File: src/rtl/feature_spi_pkg.sv
// Shared types and constants for the feature SPI transmit path.
package feature_spi_pkg;

  localparam int SPI_BYTE_W  = 8;
  localparam int STATUS_RSVD = 5;

  typedef enum logic [1:0] {IDLE, LOAD, SHIFT} tx_state_t;

  typedef logic signed [SPI_BYTE_W-1:0] feature_t;

  // Status byte layout: {overflow, underrun, reserved 0, occupancy[4:0]}
  function automatic logic [SPI_BYTE_W-1:0] status_byte(input logic ovf, input logic und,
                                                        input logic [4:0] cnt);
    logic [SPI_BYTE_W-1:0] sb;
    sb              = '0;
    sb[7]           = ovf;
    sb[6]           = und;
    sb[STATUS_RSVD] = 1'b0;
    sb[4:0]         = cnt;
    return sb;
  endfunction

endpackage

File: src/rtl/feature_sync_fifo.sv
// Synchronous FIFO on distributed RAM; pointers wrap naturally (DEPTH is a power of 2).
module feature_sync_fifo #(
  parameter int DATA_W = 8,
  parameter int DEPTH  = 16
) (
  input  logic                   clk,
  input  logic                   rst,
  input  logic                   push,
  input  logic                   pop,
  input  logic [DATA_W-1:0]      wdata,
  output logic [DATA_W-1:0]      rdata,
  output logic                   full,
  output logic                   empty,
  output logic [$clog2(DEPTH):0] count
);
  localparam int AW = $clog2(DEPTH);
  localparam int CW = AW + 1;

  logic [DATA_W-1:0] mem [DEPTH];
  logic [AW-1:0]     wptr, rptr;
  logic              do_push, do_pop;

  assign full    = (count == CW'(DEPTH));
  assign empty   = (count == '0);
  assign do_push = push && !full;
  assign do_pop  = pop && !empty;
  assign rdata   = mem[rptr];

  always_ff @(posedge clk) begin
    if (do_push) mem[wptr] <= wdata;
  end

  always_ff @(posedge clk) begin
    if (rst) begin
      wptr  <= '0;
      rptr  <= '0;
      count <= '0;
    end else begin
      if (do_push) wptr <= wptr + 1'b1;
      if (do_pop)  rptr <= rptr + 1'b1;
      case ({do_push, do_pop})
        2'b10:   count <= count + 1'b1;
        2'b01:   count <= count - 1'b1;
        default: count <= count;
      endcase
    end
  end

endmodule

File: src/rtl/feature_spi_tx.sv
// Feature FIFO drained MSB-first as an SPI mode-0 slave, SCLK/CS_n oversampled on i_clk.
// FEATURE_SPI_TX_STATUS_BYTE_EN prepends a status byte to every frame.
module feature_spi_tx
  import feature_spi_pkg::*;
#(
  parameter int DATA_W      = SPI_BYTE_W,
  parameter int FIFO_DEPTH  = 16,
  parameter int SYNC_STAGES = 2
) (
  input  logic                        i_clk,
  input  logic                        i_rst,
  input  logic                        i_feature_valid,
  input  logic [DATA_W-1:0]           i_feature,
  output logic                        o_ready,
  input  logic                        i_spi_sclk,
  input  logic                        i_spi_cs_n,
  output logic                        o_spi_miso,
  output logic [$clog2(FIFO_DEPTH):0] o_fifo_count,
  output logic                        o_overflow,
  output logic                        o_underrun
);
  localparam int BIT_W = $clog2(DATA_W + 1);

  // Synchronizers are deliberately not reset so a reset mid-frame cannot fake a CS_n fall.
  logic [SYNC_STAGES-1:0] sclk_sync, cs_sync;
  logic                   sclk_d, cs_d, sclk_s, cs_s;
  logic                   sclk_rise, sclk_fall, cs_rise, cs_fall;

  always_ff @(posedge i_clk) begin
    sclk_sync[0] <= i_spi_sclk;
    cs_sync[0]   <= i_spi_cs_n;
    for (int i = 1; i < SYNC_STAGES; i++) begin
      sclk_sync[i] <= sclk_sync[i-1];
      cs_sync[i]   <= cs_sync[i-1];
    end
    sclk_d <= sclk_s;
    cs_d   <= cs_s;
  end

  assign sclk_s    = sclk_sync[SYNC_STAGES-1];
  assign cs_s      = cs_sync[SYNC_STAGES-1];
  assign sclk_rise = sclk_s & ~sclk_d;
  assign sclk_fall = ~sclk_s & sclk_d;
  assign cs_rise   = cs_s & ~cs_d;
  assign cs_fall   = ~cs_s & cs_d;

  logic              push, pop, full, empty;
  logic [DATA_W-1:0] rdata;

  assign push    = i_feature_valid && !full;
  assign o_ready = !full;

  feature_sync_fifo #(
    .DATA_W (DATA_W),
    .DEPTH  (FIFO_DEPTH)
  ) u_fifo (
    .clk   (i_clk),
    .rst   (i_rst),
    .push  (push),
    .pop   (pop),
    .wdata (i_feature),
    .rdata (rdata),
    .full  (full),
    .empty (empty),
    .count (o_fifo_count)
  );

  tx_state_t         state, state_nxt;
  logic              armed, load, status_slot, und_evt, ovf_evt, flag_clr;
  logic [BIT_W-1:0]  bit_cnt;
  logic [DATA_W-1:0] shreg, load_val;

`ifdef FEATURE_SPI_TX_STATUS_BYTE_EN
  logic [DATA_W-1:0] status_val;
  assign status_val  = DATA_W'(status_byte(o_overflow, o_underrun, 5'(o_fifo_count)));
  assign status_slot = (state == IDLE);
`else
  assign status_slot = 1'b0;
`endif

  // The byte is loaded on the cycle that enters LOAD, so a byte boundary drives
  // the next MSB on the same detected SCLK fall.
  always_comb begin
    state_nxt = state;
    case (state)
      IDLE:    if (armed && cs_fall) state_nxt = LOAD;
      LOAD:    state_nxt = cs_rise ? IDLE : SHIFT;
      SHIFT: begin
        if (cs_rise)                                       state_nxt = IDLE;
        else if (sclk_fall && bit_cnt == BIT_W'(DATA_W))   state_nxt = LOAD;
      end
      default: state_nxt = IDLE;
    endcase
    load     = (state_nxt == LOAD) && (state != LOAD);
    pop      = load && !status_slot && !empty;
    und_evt  = load && !status_slot && empty;
    flag_clr = load && status_slot;
    ovf_evt  = i_feature_valid && full;
    load_val = empty ? '0 : rdata;
`ifdef FEATURE_SPI_TX_STATUS_BYTE_EN
    if (status_slot) load_val = status_val;
`endif
  end

  always_ff @(posedge i_clk) begin
    if (i_rst) state <= IDLE;
    else       state <= state_nxt;
  end

  always_ff @(posedge i_clk) begin
    if (i_rst) begin
      armed      <= 1'b0;
      bit_cnt    <= '0;
      shreg      <= '0;
      o_spi_miso <= 1'b0;
      o_overflow <= 1'b0;
      o_underrun <= 1'b0;
    end else begin
      if (cs_s) armed <= 1'b1;
      o_overflow <= (o_overflow & ~flag_clr) | ovf_evt;
      o_underrun <= (o_underrun & ~flag_clr) | und_evt;
      if (load) begin
        shreg      <= load_val;
        o_spi_miso <= load_val[DATA_W-1];
        bit_cnt    <= '0;
      end else if (state == IDLE || state_nxt == IDLE) begin
        o_spi_miso <= 1'b0;
        bit_cnt    <= '0;
      end else if (sclk_rise) begin
        bit_cnt <= bit_cnt + 1'b1;
      end else if (sclk_fall && bit_cnt < BIT_W'(DATA_W)) begin
        shreg      <= shreg << 1;
        o_spi_miso <= shreg[DATA_W-2];
      end
    end
  end

endmodule

File: config.mk
export PLATFORM = sky130hd
export DESIGN_NAME = feature_spi_tx
export DESIGN_NICKNAME = d
export VERILOG_FILES = /design/src/rtl/feature_spi_pkg.sv /design/src/rtl/feature_sync_fifo.sv /design/src/rtl/feature_spi_tx.sv
export SDC_FILE = /design/constraint.sdc
export NUM_CORES = 1
export LEC_CHECK = 0
export CAP_MARGIN = 20
export CORE_ASPECT_RATIO = 0.6
export CORE_MARGIN = 1
export CORE_UTILIZATION = 61
export DETAILED_ROUTE_END_ITERATION = 12
export PLACE_DENSITY = 0.79
export SETUP_SLACK_MARGIN = 0.1
export SYNTH_ARGS = -nofsm -noshare
export SYNTH_HDL_FRONTEND = slang
export SYNTH_HIERARCHICAL = 1
export SYNTH_SLANG_ARGS = --single-unit
File: constraint.sdc
create_clock -name i_clk -period 4.3 [get_ports i_clk]
set_input_delay 1.075 -clock i_clk [delete_from_list [all_inputs] [get_ports i_clk]]
set_output_delay 1.075 -clock i_clk [all_outputs]
set_load 0.03 [all_outputs]
==> metrics, run 1 <==
Peak supply drop=0.000303 V; largest net degree at the start of global routing=33; post-CTS sizing=0; Layout Cells excl Fill=615; n_diodes=0; critical path's slowest cell=or4_1; final global-route overflow total=0; Root Buffer=clkbuf_16; Area growth, synth to finish=14.3%; Yosys cell types=59; crit path kind=flip-flop to flip-flop; WP buf/inv=3; DIE WIDTH=141 um; RSZ-0062 raised after global routing=false; FMAX=0.275 GHz; Initial DRT Pass Iterations=7; Cell Pwr Density=450 mW/mm2; post-route ant nets=0; fin crit share=84.6%; Detailed Route Iter0 Violations=297; sw frac=20.5%; vias in the first global route=3607; setup TNS=0 ns; total CTS buffers=17; antenna violations before repair=0; switching power=0.744 mW; nets=465; Synth Register Bits=168; Core Box Area=0.0113 mm2; vias=3789; mean area per synthesized cell=17.1 um2; CP delay by family, top=simple AND/OR/NAND/NOR gates; Clock Sinks=168; Fin. Hold Viols=0; DIE AREA=0.0120 mm2; per-cell routed wire length=22.4 um; # DRC=0; Tot GR Track Use=25.2%; row cnt=30; CTS tree=yes; Synth Cell Area=0.00707 mm2; Mapped Cells=413; Initial Utilization=62.6%; global-route wire length before repair=21200 um; syn nets=436; GP Congestion=0.858; Hold WC Path Type=flip-flop to flip-flop; Slew Limit Fails=0; crit start category=flip-flop; Pleak=2.67 nW; placed cells=583; setup bufs post-CTS=0; Comb pwr share=5.0%; Worst Setup End Kind=flip-flop; Clock transition at path regs=0.07 ns; Max-cap violations=0; DR vias/cell=6.16; Die Ht=85.4 um; CP arrival=3.98 ns; Clock power frac=45.6%; number of synthesized flops with an enable pin=128; Clock Skew=0.0123 ns; Hold-fix buffers, CTS=0; top_reg_cell synth=edfxtp_1; crit-path max FO=12; worst relative slew slack=37.4%; status=finished clean; CTS H-tree depth=4; Tmin final=3.64 ns; Ys Warns=6; clk buf depth=2; Seq/Total Area, Yosys=65.7%; CP most frequent cell=inv_1; Int Power=2.89 mW; Total Routed Length=13800 um; Worst-Margin Slew=0.936 ns; Detailed Place HPWL=8570 um; Finish-stage setup viols=0; asr flop ratio synth=0%; worst path cell trace=or4_1 > nor2_1 > inv_1 > o21ai_0 > inv_1 > o21ai_4 > inv_1 > ha_1 > xor2_1 > ha_1 > o21a_1 > or4_1 > a21oi_1; Crit path largest cell delay=0.73 ns; clock latency reported for the late side of the worst-skew pair=0.42 ns; Data required, critical path=4.64 ns; layout cells sized above 1=15.8%; port bufs=21; io pins=22; share of power burned in registers=49.4%
-- cell families after synthesis --
group / Yosys count / share of synthesized area (%)
buffers and inverters: 38 / 2.76
flip-flops: 168 / 65.7
XOR/XNOR: 11 / 1.36
AND/OR/NAND/NOR: 98 / 7.79
multiplexers: 43 / 14.7
adder cells (fa/ha/maj): 10 / 1.77
AO/OA/AOI/OAI: 45 / 5.95
-- area by class of cell --
| type | instances | area, um2 |
|---|---|---|
| timing repair buffer | 33 | 300 |
| multi-input combinational | 207 | 2230 |
| sequential | 168 | 4640 |
| tap | 160 | 200 |
| clock buffer | 19 | 433 |
| fill | 687 | 3220 |
| clock inverter | 13 | 216 |
| inverter | 15 | 57.6 |
-- stage by stage --
stage | util, % | power [mW] | instance area (um2) | hold WS [ns] | setup WS, ns
after global placement | 65.8 | 2.00 | 7430 | 0.314 | 0.721
after global routing | 71.5 | 3.75 | 8080 | 0.341 | 0.351
after floorplan | - | 1.94 | 7070 | 0.310 | 0.963
final | 71.5 | 3.63 | 8080 | 0.336 | 0.662
after CTS | 71.5 | 3.66 | 8080 | 0.337 | 0.712
after detailed placement | 65.8 | 2.01 | 7430 | 0.316 | 0.624
-- power groups by stage --
stage | Clock [mW] | Sequential [mW] | Combinational (mW)
floorplan | 0 | 1.83 | 0.107
global placement | 0 | 1.83 | 0.173
detailed placement | 0 | 1.83 | 0.180
CTS | 1.68 | 1.79 | 0.183
global route | 1.75 | 1.80 | 0.199
finish | 1.66 | 1.79 | 0.183
-- final timing paths --
kind	start	endpoint	slack, ns	cells after the start
setup / recovery	u_fifo/count[0]	u_fifo/count[2]	0.66	13
hold / removal	cs_sync[0]	cs_sync[1]	0.34	0
setup reg to reg	u_fifo/count[0]	u_fifo/count[2]	0.66	13
hold reg to reg	cs_sync[0]	cs_sync[1]	0.34	0
-- synth_stat cells, types with 4 or more instances --
master	count	share of area (%)
buf_6	4	0.64
mux4_1	28	10
o211ai_1	10	1.1
mux4_2	12	3.8
nand2_1	7	0.37
a21oi_1	6	0.42
xor2_1	9	1.1
a311oi_2	6	1.3
nor4_1	6	0.53
clkbuf_1	10	0.53
nand3b_1	8	0.85
nor2_1	40	2.1
or3_1	4	0.35
ha_1	10	1.8
edfxtp_1	128	54
nor3_1	7	0.50
dfxtp_1	40	11
nand2b_1	6	0.53
buf_1	4	0.21
inv_1	14	0.74
o21a_1	4	0.42
-- worst register-to-register path: stages (launching register included) --
cell and delay [ns]:
dfxtp_1 0.37, or4_1 0.73, nor2_1 0.21, inv_1 0.14, o21ai_0 0.16, inv_1 0.19
o21ai_4 0.13, inv_1 0.10, ha_1 0.34, xor2_1 0.20, ha_1 0.23, o21a_1 0.20
or4_1 0.40, a21oi_1 0.15
-- sequential cells by signal (all words and copies together), names as in the netlist, 2 cells and up, named ones only --
| register | flops |
|---|---|
| u_fifo/rptr | 4 |
| u_fifo/wptr | 4 |
| u_fifo/count | 5 |
| shreg | 7 |
| cs_sync | 2 |
| state | 2 |
| u_fifo/mem | 128 |
| bit_cnt | 4 |
| sclk_sync | 2 |
-- layer usage --
layer	part of all wire (%)	global-route usage, %	vias to the layer above
met3	4.9	5.87	26
met2	44	35.3	126
met4	2.3	11.8	0
li1	-	-	1717
met5	0	0	-
met1	48	37.8	1920
-- cells in the final DEF (no fill, tap or decap), drive strengths merged, types with 2 or more instances in the layout --
cell,synthesis,final
edfxtp,128,128
nor2,40,40
dfxtp,40,40
mux4,40,40
clkdlybuf4s50,0,21
clkbuf,10,19
inv,14,18
buf,13,12
o211ai,11,11
ha,10,10
xor2,9,9
nand3b,8,8
nand2,7,7
nor3,7,7
nand2b,7,7
a21oi,6,6
nor4,6,6
a311oi,6,6
bufinv,0,5
o21a,5,5
or3,4,4
o21ai,4,4
nor2b,3,3
clkinvlp,0,3
or4,3,3
mux2i,3,3
xnor2,2,2
a22oi,2,2
and4bb,2,2
clkinv,1,2
Power figures use the tool's default switching activity.
==> run 2, diff against run 1 <==
- clock period: 4.3 -> 3.5 ns (I/O delays scaled with it)
==> metrics, run 2 (synthesis gave the netlist of run 1 again) <==
status=finished clean; setup TNS=0 ns (unchanged); Metal-1 WL=6410 um (-3.9%); Initial Utilization=62.6% (unchanged); Clock transition at path regs=0.07 ns (about the same); Initial DRT Pass Iterations=4 (-3); Slew Limit Fails=0 (unchanged); DIE AREA=0.0120 mm2 (unchanged); Hold WC Path Type=flip-flop to flip-flop; worst reg2reg path depth=13 (unchanged); Cell Pwr Density=525 mW/mm2 (+17%); biggest regs=u_fifo/mem x128, shreg x7, u_fifo/count x5; largest net degree at the start of global routing=33 (unchanged); Final Cell Area=0.00813 mm2 (+0.63%); row cnt=30 (unchanged); n_diodes=0 (unchanged); nets=479 (+3.0%); r2r endpoint=u_fifo/count[2]; vias=3783 (-0.16%); DR vias/cell=6.01 (-2.4%); Clock Sinks=168 (unchanged); metal2 WL=6310 um (+3.1%); Pleak=2.74 nW (+2.3%); Finish-stage setup viols=0 (unchanged); Placed Area=0.00754 mm2 (+1.4%); CTS H-tree depth=4 (unchanged); FMAX=0.309 GHz; Tmin final=3.24 ns; met3 wire length=933 um (+38%); register-to-register setup slack=0.31 ns (-0.35 ns); post-route ant nets=0 (unchanged); Fin. Hold Viols=0 (unchanged); Peak supply drop=0.000322 V (+6.4%); vias in the first global route=3705 (+2.7%); final global-route overflow total=0 (unchanged); Root Buffer=clkbuf_16; Area growth, synth to finish=15.0%; CTS tree=yes; Tot GR Track Use=25.2% (-0.042 points); # DRC=0 (unchanged); max reg flops=128 (unchanged); Total Routed Length=13800 um (-0.15%); GP Congestion=0.844 (-1.6%); CP arrival=2.36 ns (-1.62 ns); Clock Skew=0.0156 ns (+0.00331 ns); most frequent cells in the layout=128 x edfxtp_1, 40 x nor2_1, 40 x dfxtp_1; clk buf depth=2 (unchanged); hold endpoint=sclk_sync[1]; hold wc startpoint=sclk_sync[0]; Max-cap violations=0 (unchanged); fin crit share=92.5%; Detailed Place HPWL=8750 um (+2.0%); top sig layer=met4; clock latency reported for the late side of the worst-skew pair=0.43 ns (about the same); crit start category=flip-flop; antenna violations before repair=0 (unchanged); port bufs=21 (unchanged); worst relative slew slack=55.6% (+18 points); io pins=22 (unchanged); Worst Setup End Kind=output pin; per-cell routed wire length=21.9 um (-2.4%); global-route wire length before repair=21200 um (about the same); Hold-fix buffers, CTS=0 (unchanged); reg2reg start=u_fifo/count[3]; RSZ-0062 raised after global routing=false; most flop-heavy register=u_fifo/mem; commonest non-fill, non-tap cell in the layout=edfxtp_1; Hold Path Stages=0 (unchanged); Detailed Route Iter0 Violations=350 (+18%); DIE WIDTH=141 um (unchanged); layout cells sized above 1=18.8% (+2.9 points); Die Ht=85.4 um (unchanged); crit path kind=flip-flop to output pin; Data required, critical path=2.62 ns (-2.02 ns); Core Box Area=0.0113 mm2 (unchanged); Worst-Margin Slew=0.664 ns (-0.272 ns); total CTS buffers=17 (unchanged); crit-path max FO=6 (-6)
==> run 2: cell types whose count changed in the layout (fill, tap and decap cells not counted) <==
| cell | delta |
|---|---|
| clkinv_2 | +1 |
| clkinv_4 | +1 |
| buf_4 | +14 |
| o21ai_0 | -1 |
| inv_6 | -1 |
| clkinvlp_4 | -3 |
| bufinv_16 | -5 |
| clkinv_8 | +4 |
| inv_8 | +5 |
| clkbuf_1 | -2 |
| o21ai_1 | +1 |
==> run 2: metrics by stage <==
| step | power, mW | utilization, % | cells | hold slack (ns) | setup slack (ns) |
|---|---|---|---|---|---|
| final | 4.27 | 72.0 | 629 | 0.334 | 0.264 |
| after global routing | 4.40 | 72.0 | 629 | 0.345 | 0.102 |
| after CTS | 4.29 | 72.0 | 629 | 0.335 | 0.240 |
| after detailed placement | 2.48 | 66.7 | 597 | 0.315 | 0.250 |
| after global placement | 2.47 | 66.7 | 597 | 0.319 | 0.291 |
| after floorplan | 2.38 | - | 413 | 0.310 | 0.163 |
==> run 2: metal layers <==
layer,track usage [%],vias up
li1,-,1742
met3,6.55,4
met5,0,-
met2,37.7,128
met4,7.61,0
met1,36.9,1909
==> run 2: how the worst max path moves through the flow <==
stage / from / to / slack, ns / depth (start not counted)
final: u_fifo/count[3] / o_ready / 0.26 / 5
after detailed placement: i_feature_valid / u_fifo/count[2] / 0.25 / 10
after global routing: u_fifo/count[3] / u_fifo/count[2] / 0.10 / 13
after CTS: u_fifo/count[3] / o_ready / 0.24 / 5
after floorplan: u_fifo/count[2] / u_fifo/count[2] / 0.16 / 16
after global placement: i_feature_valid / u_fifo/count[2] / 0.29 / 10
==> run 2: repair_timing <==
action                                 4_1_cts  5_1_grt
resized for setup                            0        1
setup endpoints to repair                    0        1
endpoints found under the hold margin        0        0
buffers inserted                             0        0
==> run 2: where the power goes <==
group	total (mW)	switching (mW)	internal (mW)
registers	2.20	0.0177	2.18
logic	0.240	0.142	0.0980
clock network	1.83	0.864	0.963
total	4.27	1.02	3.24
==> run 2: critical path, stage by stage (launching register included) <==
cell	delay (ns)
dfxtp_1	0.34
or4_1	0.57
buf_4	0.20
nor2_1	0.16
inv_1	0.07
clkdlybuf4s50_1	0.60
==> run 2: final cells by class <==
class,instances,area (um2)
Sequential cell,168,4640
Fill cell,676,3170
Multi-Input combinational cell,207,2230
Clock buffer,17,425
Timing Repair Buffer,47,405
Tap cell,160,200
Clock inverter,15,170
Inverter,15,57.6
==> run 3, diff against run 2 <==
- CELL_PAD_IN_SITES_DETAIL_PLACEMENT: default -> 2
- CELL_PAD_IN_SITES_GLOBAL_PLACEMENT: default -> 2
- CORE_UTILIZATION: 61 -> 46
- PLACE_DENSITY: 0.79 -> default
- PLACE_DENSITY_LB_ADDON: default -> 0.1
- RECOVER_POWER: default -> 50
==> metrics, run 3 (synthesis gave the netlist of run 1 again) <==
status=finished clean; reg2reg start=u_fifo/count[3]; Max-cap violations=0 (unchanged); Slew Limit Fails=0 (unchanged); Peak supply drop=0.000338 V (+4.9%); Cell Pwr Density=532 mW/mm2 (+1.3%); # DRC=0 (unchanged); Clock power frac=43.7% (+0.9 points); layout cells sized above 1=19.2% (+0.48 points); CP delay by family, top=simple AND/OR/NAND/NOR gates; nets=483 (+0.84%); worst path cell trace=or4_1 > nor2_1 > inv_1 > o21ai_2 > inv_1 > o21ai_4 > inv_1 > ha_1 > xor2_1 > ha_1 > o21a_1 > or4_1 > a21oi_1; commonest non-fill, non-tap cell in the layout=edfxtp_1; Tot GR Track Use=24.0% (-1.2 points); GP Congestion=0.786 (-6.9%); Detailed Place HPWL=11800 um (+35%); post-CTS sizing=0 (unchanged); biggest regs=u_fifo/mem x128, shreg x7, u_fifo/count x5; FMAX=0.316 GHz (+2.1%); switching power=1.06 mW (+4.1%); Clock Sinks=168 (unchanged); post-route ant nets=0 (unchanged); GR Util met2=36.6% (-1.1 points); Detailed Route Iter0 Violations=256 (-27%); Clock transition at path regs=0.07 ns (about the same); io pins=22 (unchanged); Hold WC Path Type=flip-flop to flip-flop; antenna violations before repair=0 (unchanged); global-route wire length before repair=26700 um (+26%); Area growth, synth to finish=16.2%; Data required, critical path=3.86 ns (+1.24 ns); Worst Setup End Kind=flip-flop; most flop-heavy register=u_fifo/mem; Pleak=2.75 nW (+0.32%); row cnt=34 (+13%); Final Util=55.6% (-16 points); fin crit share=90.5% (-1.9 points); largest net degree at the start of global routing=33 (unchanged); n_diodes=0 (unchanged); clock latency reported for the late side of the worst-skew pair=0.43 ns (about the same); Fill cells=1248 (+85%); met1 Resource Use GR=34.4% (-2.5 points); Clock Skew=0.0128 ns (-0.00273 ns); final global-route overflow total=0 (unchanged); CTS tree=yes; crit path kind=flip-flop to flip-flop; Hold-fix buffers, CTS=0 (unchanged); Root Buffer=clkbuf_16; DR vias/cell=5.83 (-3.1%); CP most frequent cell=inv_1; Die Ht=98.0 um (+15%); vias in the first global route=4184 (+13%); Initial DRT Pass Iterations=4 (unchanged); Initial Utilization=47.9% (-15 points); sw frac=24.4% (+0.41 points); WP buf/inv=3 (unchanged); Tmin final=3.17 ns (-0.0675 ns); max reg flops=128 (unchanged); total CTS buffers=17 (unchanged); GR peak layer=met2; Comb pwr share=5.8% (+0.2 points); Core Box Area=0.0148 mm2 (+31%); most frequent cells in the layout=128 x edfxtp_1, 40 x nor2_1, 39 x dfxtp_1; setup TNS=0 ns (unchanged); Total Routed Length=17400 um (+26%); Worst-Margin Slew=0.726 ns (+0.0619 ns); setup bufs post-CTS=0 (unchanged); crit-path max FO=8 (+2); Finish-stage setup viols=0 (unchanged); CTS H-tree depth=4 (unchanged); critical path's slowest cell=or4_1; DIE AREA=0.0159 mm2 (+32%); hold wc startpoint=sclk_sync[0]; CP arrival=3.53 ns (+1.17 ns); met3 usage=5.56% (-0.98 points); Int Power=3.30 mW (+1.8%); share of power burned in registers=50.4% (-1.2 points); clk buf depth=2 (unchanged); worst relative slew slack=51.5% (-4.1 points); crit path launch=u_fifo/count[3]; DIE WIDTH=162 um (+15%); Crit path largest cell delay=0.57 ns (-0.03 ns); Fin. Hold Viols=0 (unchanged); vias=3909 (+3.3%); per-cell routed wire length=25.9 um (+18%); RSZ-0062 raised after global routing=false; crit start category=flip-flop; port bufs=21 (unchanged)
-- run 3: changes by cell type in the layout (fill, tap and decap cells not counted), sizes merged, moves of 2 or more --
cell | before | now
dlygate4sd3 | 0 | 11
clkdlybuf4s50 | 21 | 9
clkinv | 8 | 6
clkinvlp | 0 | 2
clkbuf | 17 | 20
-- run 3: cell type report --
class | count | area [um2] | share of cell area [%]
Tap cell | 198 | 248 | 3.02
Inverter | 15 | 57.6 | 0.701
Timing Repair Buffer | 51 | 427 | 5.19
Sequential cell | 168 | 4650 | 56.6
Clock buffer | 17 | 425 | 5.18
Clock inverter | 15 | 178 | 2.16
Multi-Input combinational cell | 207 | 2230 | 27.2
-- run 3: path summary, 6_finish.rpt --
| path | endpoint | slack (ns) | cells after the start |
|---|---|---|---|
| worst max-delay path | u_fifo/count[2] | 0.33 | 13 |
| worst min-delay path | sclk_sync[1] | 0.33 | 0 |
| worst max register to register | u_fifo/count[2] | 0.33 | 13 |
| worst min register to register | sclk_sync[1] | 0.33 | 0 |
-- run 3: per-stage QoR --
| stage | total power [mW] | instance area, um2 | setup slack, ns | cells | hold WS [ns] |
|---|---|---|---|---|---|
| floorplan | 2.38 | 7070 | 0.163 | 413 | 0.310 |
| global placement | 2.48 | 7610 | 0.264 | 639 | 0.311 |
| detailed placement | 2.50 | 7610 | 0.128 | 639 | 0.315 |
| CTS | 4.42 | 8220 | 0.141 | 671 | 0.332 |
| global route | 4.50 | 8210 | 0.110 | 671 | 0.344 |
| finish | 4.37 | 8210 | 0.331 | 671 | 0.325 |
-- run 3: per-layer routing --
metal | vias to the layer above | wire (um) | share of wire (%)
li1 | 1752 | - | -
met1 | 2038 | 8160 | 47
met2 | 104 | 8040 | 46
met3 | 15 | 964 | 5.6
met4 | 0 | 182 | 1.0
met5 | - | 0 | 0
-- run 3: power by group through the flow --
stage          registers [mW]  logic (mW)  clock network, mW
5_1_grt                  2.21       0.273               2.02
3_5_place_dp             2.25       0.253                  0
3_3_place_gp             2.24       0.236                  0
4_1_cts                  2.20       0.257               1.96
2_1_floorplan            2.25       0.132                  0
6_report                 2.20       0.255               1.91
-- run 3: worst reg2reg max path, stage by stage (launching register included) --
cell	delay, ns
dfxtp_1	0.35
or4_1	0.57
nor2_1	0.16
inv_1	0.18
o21ai_2	0.14
inv_1	0.16
o21ai_4	0.13
inv_1	0.07
ha_1	0.21
xor2_1	0.15
ha_1	0.22
o21a_1	0.21
or4_1	0.41
a21oi_1	0.15
